<file path="src/rtl/mem_burst_pkg.sv">
// mem_burst_pkg
//   Shared definitions for the burst master: FSM state encoding, default
//   interface widths and the depth of the read-return buffer.
package mem_burst_pkg;

  localparam int ADDR_WIDTH_DEF = 9;
  localparam int DATA_WIDTH_DEF = 16;
  localparam int LEN_WIDTH_DEF  = 8;
  localparam int RBUF_DEPTH     = 2;

  typedef enum logic [1:0] {
    ST_IDLE  = 2'd0,
    ST_WRITE = 2'd1,
    ST_READ  = 2'd2,
    ST_DRAIN = 2'd3
  } state_e;

endpackage

</file>
<file path="src/rtl/mem_burst_rbuf.sv">
// mem_burst_rbuf
//   Two-entry synchronous FIFO that absorbs read words returning from the RAM.
//   Ports:
//     clk_i, rst_ni   clock, asynchronous active-low reset
//     push_i/data_i   write one word (ignored when full and not popping)
//     pop_i           remove the head word (ignored when empty)
//     head_o          current head word, held stable until popped
//     count_o         number of stored words (0..2)
module mem_burst_rbuf
  import mem_burst_pkg::*;
#(
  parameter int DATA_WIDTH = DATA_WIDTH_DEF
) (
  input  logic                  clk_i,
  input  logic                  rst_ni,
  input  logic                  push_i,
  input  logic [DATA_WIDTH-1:0] data_i,
  input  logic                  pop_i,
  output logic [DATA_WIDTH-1:0] head_o,
  output logic [1:0]            count_o
);

  logic [DATA_WIDTH-1:0] ent0_q, ent0_d;
  logic [DATA_WIDTH-1:0] ent1_q, ent1_d;
  logic                  wr_ptr_q, wr_ptr_d;
  logic                  rd_ptr_q, rd_ptr_d;
  logic [1:0]            count_q, count_d;
  logic                  pop_ok_s;
  logic                  push_ok_s;

  // Next-state computation for storage, pointers and occupancy.
  always_comb begin
    ent0_d   = ent0_q;
    ent1_d   = ent1_q;
    wr_ptr_d = wr_ptr_q;
    rd_ptr_d = rd_ptr_q;
    count_d  = count_q;

    pop_ok_s  = pop_i && (count_q != 2'd0);
    push_ok_s = push_i && ((count_q != 2'd2) || pop_ok_s);

    if (push_ok_s) begin
      if (wr_ptr_q == 1'b0) begin
        ent0_d = data_i;
      end else begin
        ent1_d = data_i;
      end
      wr_ptr_d = ~wr_ptr_q;
    end else begin
      wr_ptr_d = wr_ptr_q;
    end

    if (pop_ok_s) begin
      rd_ptr_d = ~rd_ptr_q;
    end else begin
      rd_ptr_d = rd_ptr_q;
    end

    case ({push_ok_s, pop_ok_s})
      2'b10:   count_d = count_q + 2'd1;
      2'b01:   count_d = count_q - 2'd1;
      default: count_d = count_q;
    endcase
  end

  // State registers.
  always_ff @(posedge clk_i or negedge rst_ni) begin
    if (!rst_ni) begin
      ent0_q   <= '0;
      ent1_q   <= '0;
      wr_ptr_q <= 1'b0;
      rd_ptr_q <= 1'b0;
      count_q  <= 2'd0;
    end else begin
      ent0_q   <= ent0_d;
      ent1_q   <= ent1_d;
      wr_ptr_q <= wr_ptr_d;
      rd_ptr_q <= rd_ptr_d;
      count_q  <= count_d;
    end
  end

  assign head_o  = rd_ptr_q ? ent1_q : ent0_q;
  assign count_o = count_q;

endmodule

</file>
<file path="src/rtl/mem_burst_master.sv">
// mem_burst_master
//   Initiator for a single-port synchronous RAM. Accepts burst commands,
//   drives per-beat RAM strobes and returns read data as a valid/ready
//   stream. Read issue is throttled so buffered plus in-flight words never
//   exceed the 2-entry return buffer.
//   Ports:
//     clk_i, rst_ni                 clock, asynchronous active-low reset
//     cmd_*                         burst command (we, start addr, beats-1)
//     wdata_valid_i/ready_o/wdata_i write beat stream
//     rdata_valid_o/ready_i/rdata_o read beat stream
//     done_o                        one-cycle pulse after a burst completes
//     busy_o                        high while a burst is in progress
//     ram_*                         RAM strobes; ram_rdata_i is valid the
//                                   cycle after ram_re_o
module mem_burst_master
  import mem_burst_pkg::*;
#(
  parameter int ADDR_WIDTH = ADDR_WIDTH_DEF,
  parameter int DATA_WIDTH = DATA_WIDTH_DEF,
  parameter int LEN_WIDTH  = LEN_WIDTH_DEF
) (
  input  logic                  clk_i,
  input  logic                  rst_ni,
  input  logic                  cmd_valid_i,
  output logic                  cmd_ready_o,
  input  logic                  cmd_we_i,
  input  logic [ADDR_WIDTH-1:0] cmd_addr_i,
  input  logic [LEN_WIDTH-1:0]  cmd_len_i,
  input  logic                  wdata_valid_i,
  output logic                  wdata_ready_o,
  input  logic [DATA_WIDTH-1:0] wdata_i,
  output logic                  rdata_valid_o,
  input  logic                  rdata_ready_i,
  output logic [DATA_WIDTH-1:0] rdata_o,
  output logic                  done_o,
  output logic                  busy_o,
  output logic                  ram_re_o,
  output logic                  ram_we_o,
  output logic [ADDR_WIDTH-1:0] ram_addr_o,
  output logic [DATA_WIDTH-1:0] ram_wdata_o,
  input  logic [DATA_WIDTH-1:0] ram_rdata_i
);

  state_e                state_q, state_d;
  logic [ADDR_WIDTH-1:0] addr_q, addr_d;
  logic [LEN_WIDTH-1:0]  cnt_q, cnt_d;
  logic                  done_q, done_d;
  logic                  inflight_q, inflight_d;

  logic [1:0]            rbuf_count_s;
  logic [DATA_WIDTH-1:0] rbuf_head_s;
  logic                  pop_s;
  logic [2:0]            occ_s;

  // The RAM word requested last cycle is pushed straight into the buffer.
  mem_burst_rbuf #(
    .DATA_WIDTH (DATA_WIDTH)
  ) u_rbuf (
    .clk_i   (clk_i),
    .rst_ni  (rst_ni),
    .push_i  (inflight_q),
    .data_i  (ram_rdata_i),
    .pop_i   (pop_s),
    .head_o  (rbuf_head_s),
    .count_o (rbuf_count_s)
  );

  assign pop_s = (rbuf_count_s != 2'd0) && rdata_ready_i;

  // Buffer slots that will still be claimed after this cycle's pop; an issue
  // is allowed only while this is below the buffer depth, so a 1-beat/cycle
  // stream is sustained but the returning word always finds a free slot.
  assign occ_s = {1'b0, rbuf_count_s} + {2'b00, inflight_q} - {2'b00, pop_s};

  // Next-state, RAM strobe and handshake logic.
  always_comb begin
    state_d       = state_q;
    addr_d        = addr_q;
    cnt_d         = cnt_q;
    done_d        = 1'b0;
    cmd_ready_o   = 1'b0;
    wdata_ready_o = 1'b0;
    ram_re_o      = 1'b0;
    ram_we_o      = 1'b0;
    ram_addr_o    = '0;
    ram_wdata_o   = '0;

    case (state_q)
      ST_IDLE: begin
        cmd_ready_o = 1'b1;
        if (cmd_valid_i) begin
          addr_d  = cmd_addr_i;
          cnt_d   = cmd_len_i;
          state_d = cmd_we_i ? ST_WRITE : ST_READ;
        end else begin
          state_d = ST_IDLE;
        end
      end

      ST_WRITE: begin
        wdata_ready_o = 1'b1;
        if (wdata_valid_i) begin
          ram_we_o    = 1'b1;
          ram_addr_o  = addr_q;
          ram_wdata_o = wdata_i;
          addr_d      = addr_q + ADDR_WIDTH'(1);
          if (cnt_q == '0) begin
            state_d = ST_IDLE;
            done_d  = 1'b1;
          end else begin
            cnt_d = cnt_q - LEN_WIDTH'(1);
          end
        end else begin
          state_d = ST_WRITE;
        end
      end

      ST_READ: begin
        if (occ_s < 3'(RBUF_DEPTH)) begin
          ram_re_o   = 1'b1;
          ram_addr_o = addr_q;
          addr_d     = addr_q + ADDR_WIDTH'(1);
          if (cnt_q == '0) begin
            state_d = ST_DRAIN;
          end else begin
            cnt_d = cnt_q - LEN_WIDTH'(1);
          end
        end else begin
          state_d = ST_READ;
        end
      end

      ST_DRAIN: begin
        // Leave as soon as the buffer empties with this cycle's pop.
        if (occ_s == 3'd0) begin
          state_d = ST_IDLE;
          done_d  = 1'b1;
        end else begin
          state_d = ST_DRAIN;
        end
      end

      default: begin
        state_d = ST_IDLE;
      end
    endcase

    inflight_d = ram_re_o;
  end

  // Control registers.
  always_ff @(posedge clk_i or negedge rst_ni) begin
    if (!rst_ni) begin
      state_q    <= ST_IDLE;
      addr_q     <= '0;
      cnt_q      <= '0;
      done_q     <= 1'b0;
      inflight_q <= 1'b0;
    end else begin
      state_q    <= state_d;
      addr_q     <= addr_d;
      cnt_q      <= cnt_d;
      done_q     <= done_d;
      inflight_q <= inflight_d;
    end
  end

  assign done_o        = done_q;
  assign busy_o        = (state_q != ST_IDLE);
  assign rdata_valid_o = (rbuf_count_s != 2'd0);
  assign rdata_o       = rbuf_head_s;

endmodule

</file>
<file path="config.mk">
export PLATFORM = sky130hd
export DESIGN_NAME = mem_burst_master
export DESIGN_NICKNAME = d
export VERILOG_FILES = /design/src/rtl/mem_burst_pkg.sv /design/src/rtl/mem_burst_rbuf.sv /design/src/rtl/mem_burst_master.sv
export SDC_FILE = /design/constraint.sdc
export NUM_CORES = 1
export LEC_CHECK = 0
export ABC_AREA = 0
export CORE_MARGIN = 3
export CORE_UTILIZATION = 40
export DETAILED_ROUTE_END_ITERATION = 6
export PLACE_DENSITY_LB_ADDON = 0.12
export REMOVE_ABC_BUFFERS = 1
export SLEW_MARGIN = 30
export SYNTH_ARGS = -nofsm -noshare
export SYNTH_HDL_FRONTEND = slang
export SYNTH_SLANG_ARGS = --single-unit
</file>
<file path="constraint.sdc">
create_clock -name clk_i -period 3.45 [get_ports clk_i]
set_input_delay 0.5175 -clock clk_i [delete_from_list [all_inputs] [get_ports clk_i]]
set_output_delay 0.5175 -clock clk_i [all_outputs]
set_load 0.01 [all_outputs]
</file>
After elaboration in Yosys (flattened, before gate mapping)
Cells that the tools add are included.
- register bits: 57
- $add $sub $neg: 6
- $lt $le $gt $ge: 1
- equality and inequality tests: 11
- multiplexer cells: 34
- bitwise logic cells: 2
- reduce and logical (&&, ||, !) cells: 15
- operator list (kind ; count):
    16-bit 2-to-1 mux ; 3
    9-bit 2-to-1 mux ; 5
    8-bit 2-to-1 mux ; 4
    9-bit case mux with 3 select lines ; 1
    8-bit case mux with 3 select lines ; 1
    9-bit case mux with 2 select lines ; 1
    2-bit 2-to-1 mux ; 7
    9-bit by 1-bit adder with 9-bit output (second input constant) ; 1
    1-bit 2-to-1 mux ; 9
    8-bit zero test ; 1
    2-bit inequality test (second input constant) ; 4
    2-bit case mux with 4 select lines ; 1
    8-bit by 1-bit subtractor with 8-bit output (second input constant) ; 1
    2-bit == test (second input constant) ; 3
    3-bit inequality test (second input constant) ; 2
    2-bit AND reduction ; 3
    2-bit nonzero test ; 3
    2-bit by 1-bit == test with 1-bit output (second input constant) ; 2
    2-bit case mux with 2 select lines ; 1
    4-bit AND reduction ; 1
    2-bit by 1-bit adder with 3-bit output ; 1
    1-bit logical AND ; 3
    3-bit zero test ; 1
    3-bit by 2-bit less-than comparator with 1-bit output (second input constant) ; 1
    8 further kinds ; 9

Longest topological paths before layout
Gate-level depths: netlist of run 1.
- word-level depth: 7
- gate-level depth with buffers: 14

Modules after synthesis
Synthesis of run 1 repeated with hierarchy kept, for this count alone.
- cells, all modules: 320
- area total of the unflattened synthesis: 3288.2 µm²
- by module, submodules not included (module ; times used ; cells each ; area an instance (µm²)):
    mem_burst_rbuf ; 1 ; 126 ; 1646.6
    mem_burst_master ; 1 ; 194 ; 1641.6

Worst setup path after synthesis of run 1
Ideal clock, no wire load.
- path kind: flip-flop to output port
- start: register u_rbuf.count_q[1], in the netlist u_rbuf.count_o[1]
- end: output port ram_addr_o[0]
- arrival time: 2.554 ns
- data required time: 2.932 ns
- slack: 0.378 ns
- stages on the path, launching flop included: 13
- path through: dfrtp_1 -> inv_2 -> nand2_1 -> and2_1 -> ha_1 -> inv_1 -> ha_1 -> inv_1 -> fa_1 -> xnor2_1 -> and3_1 -> o21a_1 -> and2_1
- word-level cells in the longest chain between the ends: 6
- ends and longest elaborated chain (element ; RTL line ; text):
    start, declared ; mem_burst_rbuf.sv:27 ; logic [1:0] count_q, count_d;
    start signal, assigned ; mem_burst_rbuf.sv:79 ; count_q <= count_d;
    2-bit nonzero test ; n/a ;
    net rdata_valid_o ; mem_burst_master.sv:32 ; output logic rdata_valid_o,
    1-bit logical AND ; mem_burst_master.sv:68 ; assign pop_s = (rbuf_count_s != 2'd0) && rdata_ready_i;
    3-bit by 1-bit subtractor with 3-bit output ; mem_burst_master.sv:73 ; assign occ_s = {1'b0, rbuf_count_s} + {2'b00, inflight_q} - {2'b00, pop_s};
    3-bit by 2-bit less-than comparator with 1-bit output ; mem_burst_master.sv:119 ; if (occ_s < 3'(RBUF_DEPTH)) begin
    9-bit 2-to-1 mux ; mem_burst_master.sv:119 ;
    9-bit case mux with 2 select lines ; mem_burst_master.sv:88 ; case (state_q)
    end, declared ; mem_burst_master.sv:39 ; output logic [ADDR_WIDTH-1:0] ram_addr_o,
The timed path passes the listed nets, and every way through them passes these cells.

Worst setup path in the final report of run 1
- start: register u_rbuf.count_q[1], in the netlist u_rbuf.count_o[1]
- end: output port ram_addr_o[6]
- word-level cells in the longest chain between the ends: 6
- ends and longest elaborated chain (element ; RTL line):
    branches (longest 2 deep; another with 2-bit by 1-bit adder with 3-bit output) ; n/a
    3-bit by 1-bit subtractor with 3-bit output * ; mem_burst_master.sv:73
    3-bit by 2-bit less-than comparator with 1-bit output * ; mem_burst_master.sv:119
    9-bit 2-to-1 mux * ; mem_burst_master.sv:119
    9-bit case mux with 2 select lines * ; mem_burst_master.sv:88
Every way passes the cells marked *.

==> results of run 1 <==
## power groups by stage
stage / Sequential (mW) / Clock, mW / Combinational [mW]
after floorplan: 1.24 / 0 / 1.48
after global placement: 1.30 / 0 / 2.38
after detailed placement: 1.32 / 0 / 2.42
after CTS: 1.31 / 0.633 / 2.44
after global routing: 1.36 / 0.657 / 2.66
final: 1.31 / 0.614 / 2.42
## layer usage
metal | global-route usage | vias up
li1 | - | 1295
met1 | 0.2210 | 1282
met2 | 0.2831 | 58
met3 | 0.05130 | 4
met4 | 0.04976 | 0
met5 | 0 | -
## cell usage in the layout, fill, tap and decap left out, types with 2 or more instances in the layout
cell type,n
nor3_1,7
o21ai_0,11
dlygate4sd2_1,2
buf_4,17
and3_1,22
and2_1,11
nand3_1,13
nand2_1,10
nand2b_1,3
and4_2,3
and3_4,2
clkbuf_8,9
ha_1,9
clkbuf_2,9
clkinvlp_4,3
a2bb2oi_1,4
mux2_2,48
o31ai_1,2
o22ai_1,5
clkinv_2,2
dfrtp_1,57
nor2_1,9
mux2i_1,4
nor2b_1,4
o32ai_1,4
nor3b_1,2
nand4_1,2
a21oi_1,10
inv_1,12
o21a_1,2
clkdlybuf4s50_1,90
## through the flow
step | power, mW | setup WS [ns]
5_1_grt | 4.676 | 0.05193
4_1_cts | 4.389 | 0.04212
6_report | 4.338 | 0.2245
3_3_place_gp | 3.684 | -0.4159
3_5_place_dp | 3.741 | -0.4782
2_1_floorplan | 2.723 | 0.3781
## area by class of cell
class	instances	area (µm²)	share of cell area
multi-input cells	210	1684	0.3683
flip-flops and latches	57	1426	0.3119
repair buffers	118	1091	0.2386
well taps	102	127.6	0.02791
clock buffers	9	123.9	0.02709
clock inverters	7	71.32	0.01560
inverters	13	48.80	0.01067
## flip-flops by register name, summed over array words and instances, names as in the netlist
name             count
inflight_q           1
state_q              2
u_rbuf.rd_ptr_q      1
u_rbuf.count_o       2
u_rbuf.ent0_q       16
u_rbuf.ent1_q       16
addr_q               9
done_o               1
cnt_q                8
u_rbuf.wr_ptr_q      1
## cells by family (layout without fill, tap and decap cells)
kind of cell / after synthesis / count (layout) / synth area share
adder cells (fa/ha/maj): 10 / 10 / 0.04136
XOR/XNOR: 3 / 3 / 0.008195
buffers and inverters: 25 / 147 / 0.03784
multiplexers: 52 / 52 / 0.1810
flip-flops: 57 / 57 / 0.4448
AND/OR/NAND/NOR: 99 / 99 / 0.1900
AO/OA/AOI/OAI: 46 / 46 / 0.09676
## worst reg2reg max path: stages, from the launching register on
cell	delay, ns
dfrtp_1	0.40
inv_2	0.06
nand2_1	0.07
and2_4	0.16
ha_1	0.26
inv_1	0.06
ha_1	0.13
inv_1	0.05
fa_2	0.34
xnor2_2	0.15
buf_4	0.13
buf_4	0.12
a21bo_2	0.26
nand2_1	0.32
o31ai_1	0.15
a221o_1	0.27
## how the worst min path moves through the flow
stage / from / end / slack, ns / depth (start not counted)
3_5_place_dp: u_rbuf.ent1_q[14]$_DFFE_PN0P_ / u_rbuf.ent1_q[14]$_DFFE_PN0P_ / 0.49 / 1
5_1_grt: rst_ni / u_rbuf.ent1_q[12]$_DFFE_PN0P_ / 0.17 / 1
6_report: rst_ni / u_rbuf.ent1_q[12]$_DFFE_PN0P_ / 0.15 / 1
3_3_place_gp: u_rbuf.ent1_q[7]$_DFFE_PN0P_ / u_rbuf.ent1_q[7]$_DFFE_PN0P_ / 0.48 / 1
2_1_floorplan: rst_ni / addr_q[0]$_DFFE_PN0P_ / 0.22 / 0
4_1_cts: rst_ni / u_rbuf.ent1_q[12]$_DFFE_PN0P_ / 0.32 / 1
## what timing repair did
item	CTS	global route
setup buffers	1	1
cloned	0	0
endpoints found under the setup margin	10	9
pin swaps	1	0
gates resized for setup	17	18
## Yosys cell counts, drive strengths merged
| cell | instances |
|---|---|
| a21bo | 1 |
| o31ai | 2 |
| nor3b | 2 |
| nor2b | 4 |
| nor4 | 1 |
| o22ai | 5 |
| dfrtp | 57 |
| o32ai | 4 |
| nand2 | 11 |
| nor2 | 10 |
| o21ai | 12 |
| nand3b | 1 |
| a221oi | 1 |
| inv | 13 |
| a221o | 1 |
| nand3 | 14 |
| clkbuf | 6 |
| nor3 | 9 |
| and3 | 24 |
| o21a | 3 |
| a21oi | 10 |
| a2bb2oi | 4 |
| ha | 9 |
| and4 | 4 |
| nand4 | 2 |
| xnor2 | 2 |
| nand2b | 3 |
| or3 | 1 |
| o211a | 1 |
| mux2i | 4 |
| a21o | 2 |
| and2 | 12 |
| xor2 | 1 |
| fa | 1 |
| mux2 | 48 |
| or4 | 1 |
| buf | 6 |
==> flow_metrics.py, run 1 <==
metrics = {
    "run_status": {
        "status": "finished clean",
    },
    "sta": {
        "worst_slew_pin_slew_ns": 0.7885,
        "rsz0062_at_grt": "no",
        "hold_viol_final": 0,
        "final_max_slew_viol_count": 0,
        "setup_tns_ns": 0,
        "min_period_over_period": 0.9349,
        "skew_ns": 0.009209,
        "layout_min_cycle_time_ns": 3.226,
        "slew_headroom": 0.4743,
        "setup_viol": 0,
        "holdWs_ns": 0.1493,
        "clock.fmax_mhz": 310.0,
    },
    "floorplan": {
        "die_area_um2": 9128,
        "start_util": 0.4129,
        "row_count": 32,
        "io-pin-count": 103,
        "fp.dieW_um": 95.54,
        "core-area_um2": 7767,
        "die_h_um": 95.54,
    },
    "worst_setup_path": {
        "crit_chain": "inv_2 -> nand2_1 -> and2_4 -> ha_1 -> inv_1 -> ha_1 -> inv_1 -> fa_2 -> xnor2_2 -> and3_4 -> o21a_4 -> and2_1 -> clkbuf_2",
        "crit_path_max_fanout": 9,
        "endpoint": "ram_addr_o[6]",
        "worstSetupEndpointType": "output port",
        "crit_buf_inv": 4,
        "r2r-start": "u_rbuf.count_o[1]$_DFFE_PN0P_",
        "cp.depth": 13,
        "worst-setup-path-type": "register to output port",
        "start_kind": "register",
        "rr_endpoint": "addr_q[8]$_DFFE_PN0P_",
        "startpoint": "u_rbuf.count_o[1]$_DFFE_PN0P_",
        "cp_top_family": "adder cells",
        "required_ns": 2.93,
        "worst-r2r-setup-slack_ns": 0.40,
        "reg2reg_depth": 15,
        "slowest_delay_ns": 0.40,
        "cp.arrival_ns": 2.71,
        "slowest_stage": "dfrtp_1",
    },
    "drt": {
        "dr_total_vias": 2639,
        "met2_length_um": 3876,
        "final_antenna_net_count": 0,
        "wl_met3_um": 376,
        "highest_layer": "met4",
        "dr.pass1.iters": 4,
        "routed_via_density": 5.114,
        "routedWlPerCell_um": 14.92,
        "met1_length_um": 3396,
        "drt-initial-drc-count": 99,
        "routed_wl_um": 7701,
        "drcViolationCount": 0,
    },
    "global_routing": {
        "grt_pass1_vias": 2506,
        "grt_start_max_net_pins": 39,
        "grt_use_total": 0.1729,
        "antenna_found_initial": 0,
        "grt_pass1_wl_um": 12280,
        "grt-ovfl-total": 0,
    },
    "power_and_ir_drop": {
        "leakage_nw": 2.004,
        "max-vdd-ir-drop_uv": 619.1,
        "combPwrFrac": 0.557,
        "seqPwrFrac": 0.301,
        "power.switching_mw": 1.657,
        "p_per_area_nw_per_um2": 948.6,
        "power_frac_clock": 0.141,
        "p_sw_frac": 0.3821,
        "p_int_mw": 2.681,
    },
    "clocking": {
        "cts.path.max_buffers": 2,
        "cts-root-buf": "clkbuf_8",
        "holdBufCountCts": 0,
        "clk_pin_slew_worst_paths_ns": 0.07,
        "insertion_delay_ns": 0.33,
        "clock_sinks": 57,
        "cts_tree": "yes",
        "htree_levels": 3,
        "cts_buffers": 9,
    },
    "synth": {
        "syn-cell-area_um2": 3207,
        "yosys_warnings": 0,
        "yosysSeqAreaShare": 0.4448,
        "syn_area_per_cell_um2": 10.98,
        "netlist_instances": 292,
        "ys_top_cells_by_area": "dfrtp_1, mux2_2, and3_1",
        "yosys.area.top_type": "dfrtp_1",
        "synth.distinct_cells": 50,
        "ys_ff_latch": 57,
        "synth_top_area_share": 0.4448,
    },
    "cells_and_area": {
        "final_cells": 516,
        "fin_area_um2": 4573,
        "final_util": 0.5888,
        "drive_gt1_frac": 0.2657,
        "syn2layout_area_growth_pct": 42.61,
        "finalNetCount": 474,
        "fill_cells": 675,
        "n_antenna_cell": 0,
    },
    "hold_path": {
        "hold_path.class": "primary input to asynchronous set/reset pin",
    },
    "job": {
        "cap_violations": 0,
    },
    "place": {
        "routabilityCongestion": 0.8293,
        "dp_cells": 498,
        "io_buffers": 102,
        "dp_hpwl_um": 5494,
        "place_area_um2": 4383,
    },
}
Power figures use the tool's default switching activity.
==> run 2: changes to the inputs <==
--- a/config.mk
+++ b/config.mk
@@ -7,9 +7,9 @@
 export LEC_CHECK = 0
 export ABC_AREA = 0
 export CORE_MARGIN = 3
-export CORE_UTILIZATION = 40
+export CORE_UTILIZATION = 47
 export DETAILED_ROUTE_END_ITERATION = 6
-export PLACE_DENSITY_LB_ADDON = 0.12
+export PLACE_DENSITY = 0.81
 export REMOVE_ABC_BUFFERS = 1
 export SLEW_MARGIN = 30
 export SYNTH_ARGS = -nofsm -noshare
==> run 2 against run 1 <==
Effect of this change:
- fmax shrank 3.8%
- critical path depth unchanged
- clock power rose by 13%
- global-route usage up 4.5 points
- critical endpoint is now ram_addr_o[1]
- largest power group unchanged
==> flow_metrics.py, run 2 (synthesized netlist as in run 1, its figures left out) <==
metrics = {
    "sta": {
        "finalWorstSetupSlack_ns": 0.09771,
        "hold_viol_final": 0,
        "final_max_slew_viol_count": 0,
        "layout_min_cycle_time_ns": 3.352,
        "setup_viol": 0,
        "skew_ns": 0.008953,
        "min_period_over_period": 0.9717,
        "slew_headroom": 0.5079,
        "holdWs_ns": 0.1784,
        "clock.fmax_mhz": 298.3,
        "worst_slew_pin_slew_ns": 0.7381,
        "setup_tns_ns": 0,
    },
    "drt": {
        "dr.pass1.iters": 4,
        "routedWlPerCell_um": 16.53,
        "dr_total_vias": 2708,
        "routed_wl_um": 8131,
        "drt-initial-drc-count": 77,
        "drcViolationCount": 0,
        "routed_via_density": 5.504,
        "final_antenna_net_count": 0,
    },
    "global_routing": {
        "grt_pass1_vias": 2815,
        "top_usage_layer": "met2",
        "grt_use_total": 0.2178,
        "grt_use_met3": 0.06611,
        "grt_use_met2": 0.3787,
        "grt-ovfl-total": 0,
        "grt_pass1_wl_um": 13230,
        "antenna_found_initial": 0,
        "grt_start_max_net_pins": 32,
        "grtUsageMet1": 0.2662,
    },
    "worst_setup_path": {
        "worstSetupEndpointType": "output port",
        "startpoint": "u_rbuf.count_o[0]$_DFFE_PN0P_",
        "cp_top_family": "adder cells",
        "crit_path_max_fanout": 5,
        "cp_common_cell": "inv_2",
        "slowest_delay_ns": 0.42,
        "cp.arrival_ns": 2.83,
        "slowest_stage": "dfrtp_1",
        "crit_buf_inv": 4,
        "worst-setup-path-type": "register to output port",
        "required_ns": 2.93,
        "r2r-start": "u_rbuf.count_o[0]$_DFFE_PN0P_",
        "start_kind": "register",
        "crit_chain": "inv_2 -> nand2_2 -> and2_4 -> ha_1 -> inv_1 -> ha_2 -> inv_2 -> fa_2 -> xnor2_2 -> and3_4 -> o21a_4 -> and2_1 -> buf_2",
    },
    "cells_and_area": {
        "area.sequential_um2": 1426,
        "fin_area_um2": 4581,
        "final_common_cell": "clkdlybuf4s50_1",
        "final_cells": 492,
        "top_regs": "u_rbuf.ent0_q x16, u_rbuf.ent1_q x16, addr_q x9",
        "syn2layout_area_growth_pct": 42.84,
        "layout_common_cells": "clkdlybuf4s50_1, dfrtp_1, mux2_2",
        "final_util": 0.7053,
        "finalNetCount": 475,
        "fill_cells": 493,
        "n_antenna_cell": 0,
        "multiInputGateArea_um2": 1699,
        "drive_gt1_frac": 0.2771,
    },
    "power_and_ir_drop": {
        "p_per_area_nw_per_um2": 984.6,
        "p_total_mw": 4.510,
        "leakage_nw": 2.027,
        "max-vdd-ir-drop_uv": 564.1,
    },
    "floorplan": {
        "fp.dieW_um": 88.60,
        "start_util": 0.4937,
        "core-area_um2": 6495,
        "die_area_um2": 7850,
        "io-pin-count": 103,
        "die_h_um": 88.60,
        "row_count": 29,
    },
    "hold_path": {
        "hold_path.class": "primary input to asynchronous set/reset pin",
    },
    "clocking": {
        "cts.path.max_buffers": 2,
        "holdBufCountCts": 0,
        "cts_buffers": 9,
        "insertion_delay_ns": 0.34,
        "clock_sinks": 57,
        "htree_levels": 3,
        "cts-root-buf": "clkbuf_8",
        "cts_tree": "yes",
        "clk_pin_slew_worst_paths_ns": 0.07,
    },
    "place": {
        "place_area_um2": 4337,
        "dp_hpwl_um": 5804,
        "io_buffers": 102,
        "routabilityCongestion": 0.8218,
        "post-place-ws_ns": -0.4275,
        "dp_cells": 471,
    },
    "job": {
        "cap_violations": 0,
    },
    "run_status": {
        "status": "finished clean",
    },
}
-- run 2: cell types whose count changed in the layout (fill, tap and decap cells not counted), moves of 2 or more --
cell,change
buf_2,+3
clkbuf_2,-2
inv_2,+2
inv_1,-2
-- run 2: worst register-to-register path, stage by stage, from the launching register on --
cell     delay, ns
dfrtp_1       0.42
inv_2         0.08
nand2_2       0.07
and2_4        0.16
ha_1          0.26
inv_1         0.06
ha_2          0.16
inv_2         0.04
fa_2          0.39
xnor2_2       0.15
buf_4         0.14
buf_4         0.12
buf_4         0.12
a21bo_2       0.25
nand2_1       0.32
o31ai_1       0.15
a221o_1       0.27
-- run 2: worst paths after layout --
check | endpoint | slack (ns) | cells after the start
worst max-delay path | ram_addr_o[1] | 0.1 | 13
worst min-delay path | u_rbuf.count_o[0]$_DFFE_PN0P_ | 0.18 | 1
worst max register to register | addr_q[8]$_DFFE_PN0P_ | 0.18 | 16
worst min register to register | u_rbuf.ent1_q[10]$_DFFE_PN0P_ | 0.50 | 1
max in group asynchronous | u_rbuf.ent0_q[15]$_DFFE_PN0P_ | 2.45 | 2
min in group clk_i | u_rbuf.ent1_q[10]$_DFFE_PN0P_ | 0.50 | 1
-- run 2: layer usage --
metal | vias to the layer above | wire length, µm
li1 | 1298 | -
met1 | 1313 | 3486
met2 | 87 | 4082
met3 | 10 | 482
met4 | 0 | 80
met5 | - | 0
-- run 2: final cells by class --
| class | instances | area share |
|---|---|---|
| clock buffers | 9 | 0.02704 |
| clock inverters | 7 | 0.02049 |
| inverters | 13 | 0.01065 |
| multi-input cells | 211 | 0.3709 |
| flip-flops and latches | 57 | 0.3114 |
| well taps | 77 | 0.02103 |
| repair buffers | 118 | 0.2385 |
-- run 2: report_power, final --
group | switching, mW | total, mW | internal (mW)
logic | 1.14 | 2.49 | 1.36
clock network | 0.288 | 0.694 | 0.406
registers | 0.303 | 1.32 | 1.02
total | 1.73 | 4.51 | 2.78
-- run 2: what timing repair did --
action,4_1_cts,5_1_grt
buffers inserted,2,2
pin swaps,3,2
cloned,1,0
resized for setup,20,22
endpoints found under the setup margin,10,9
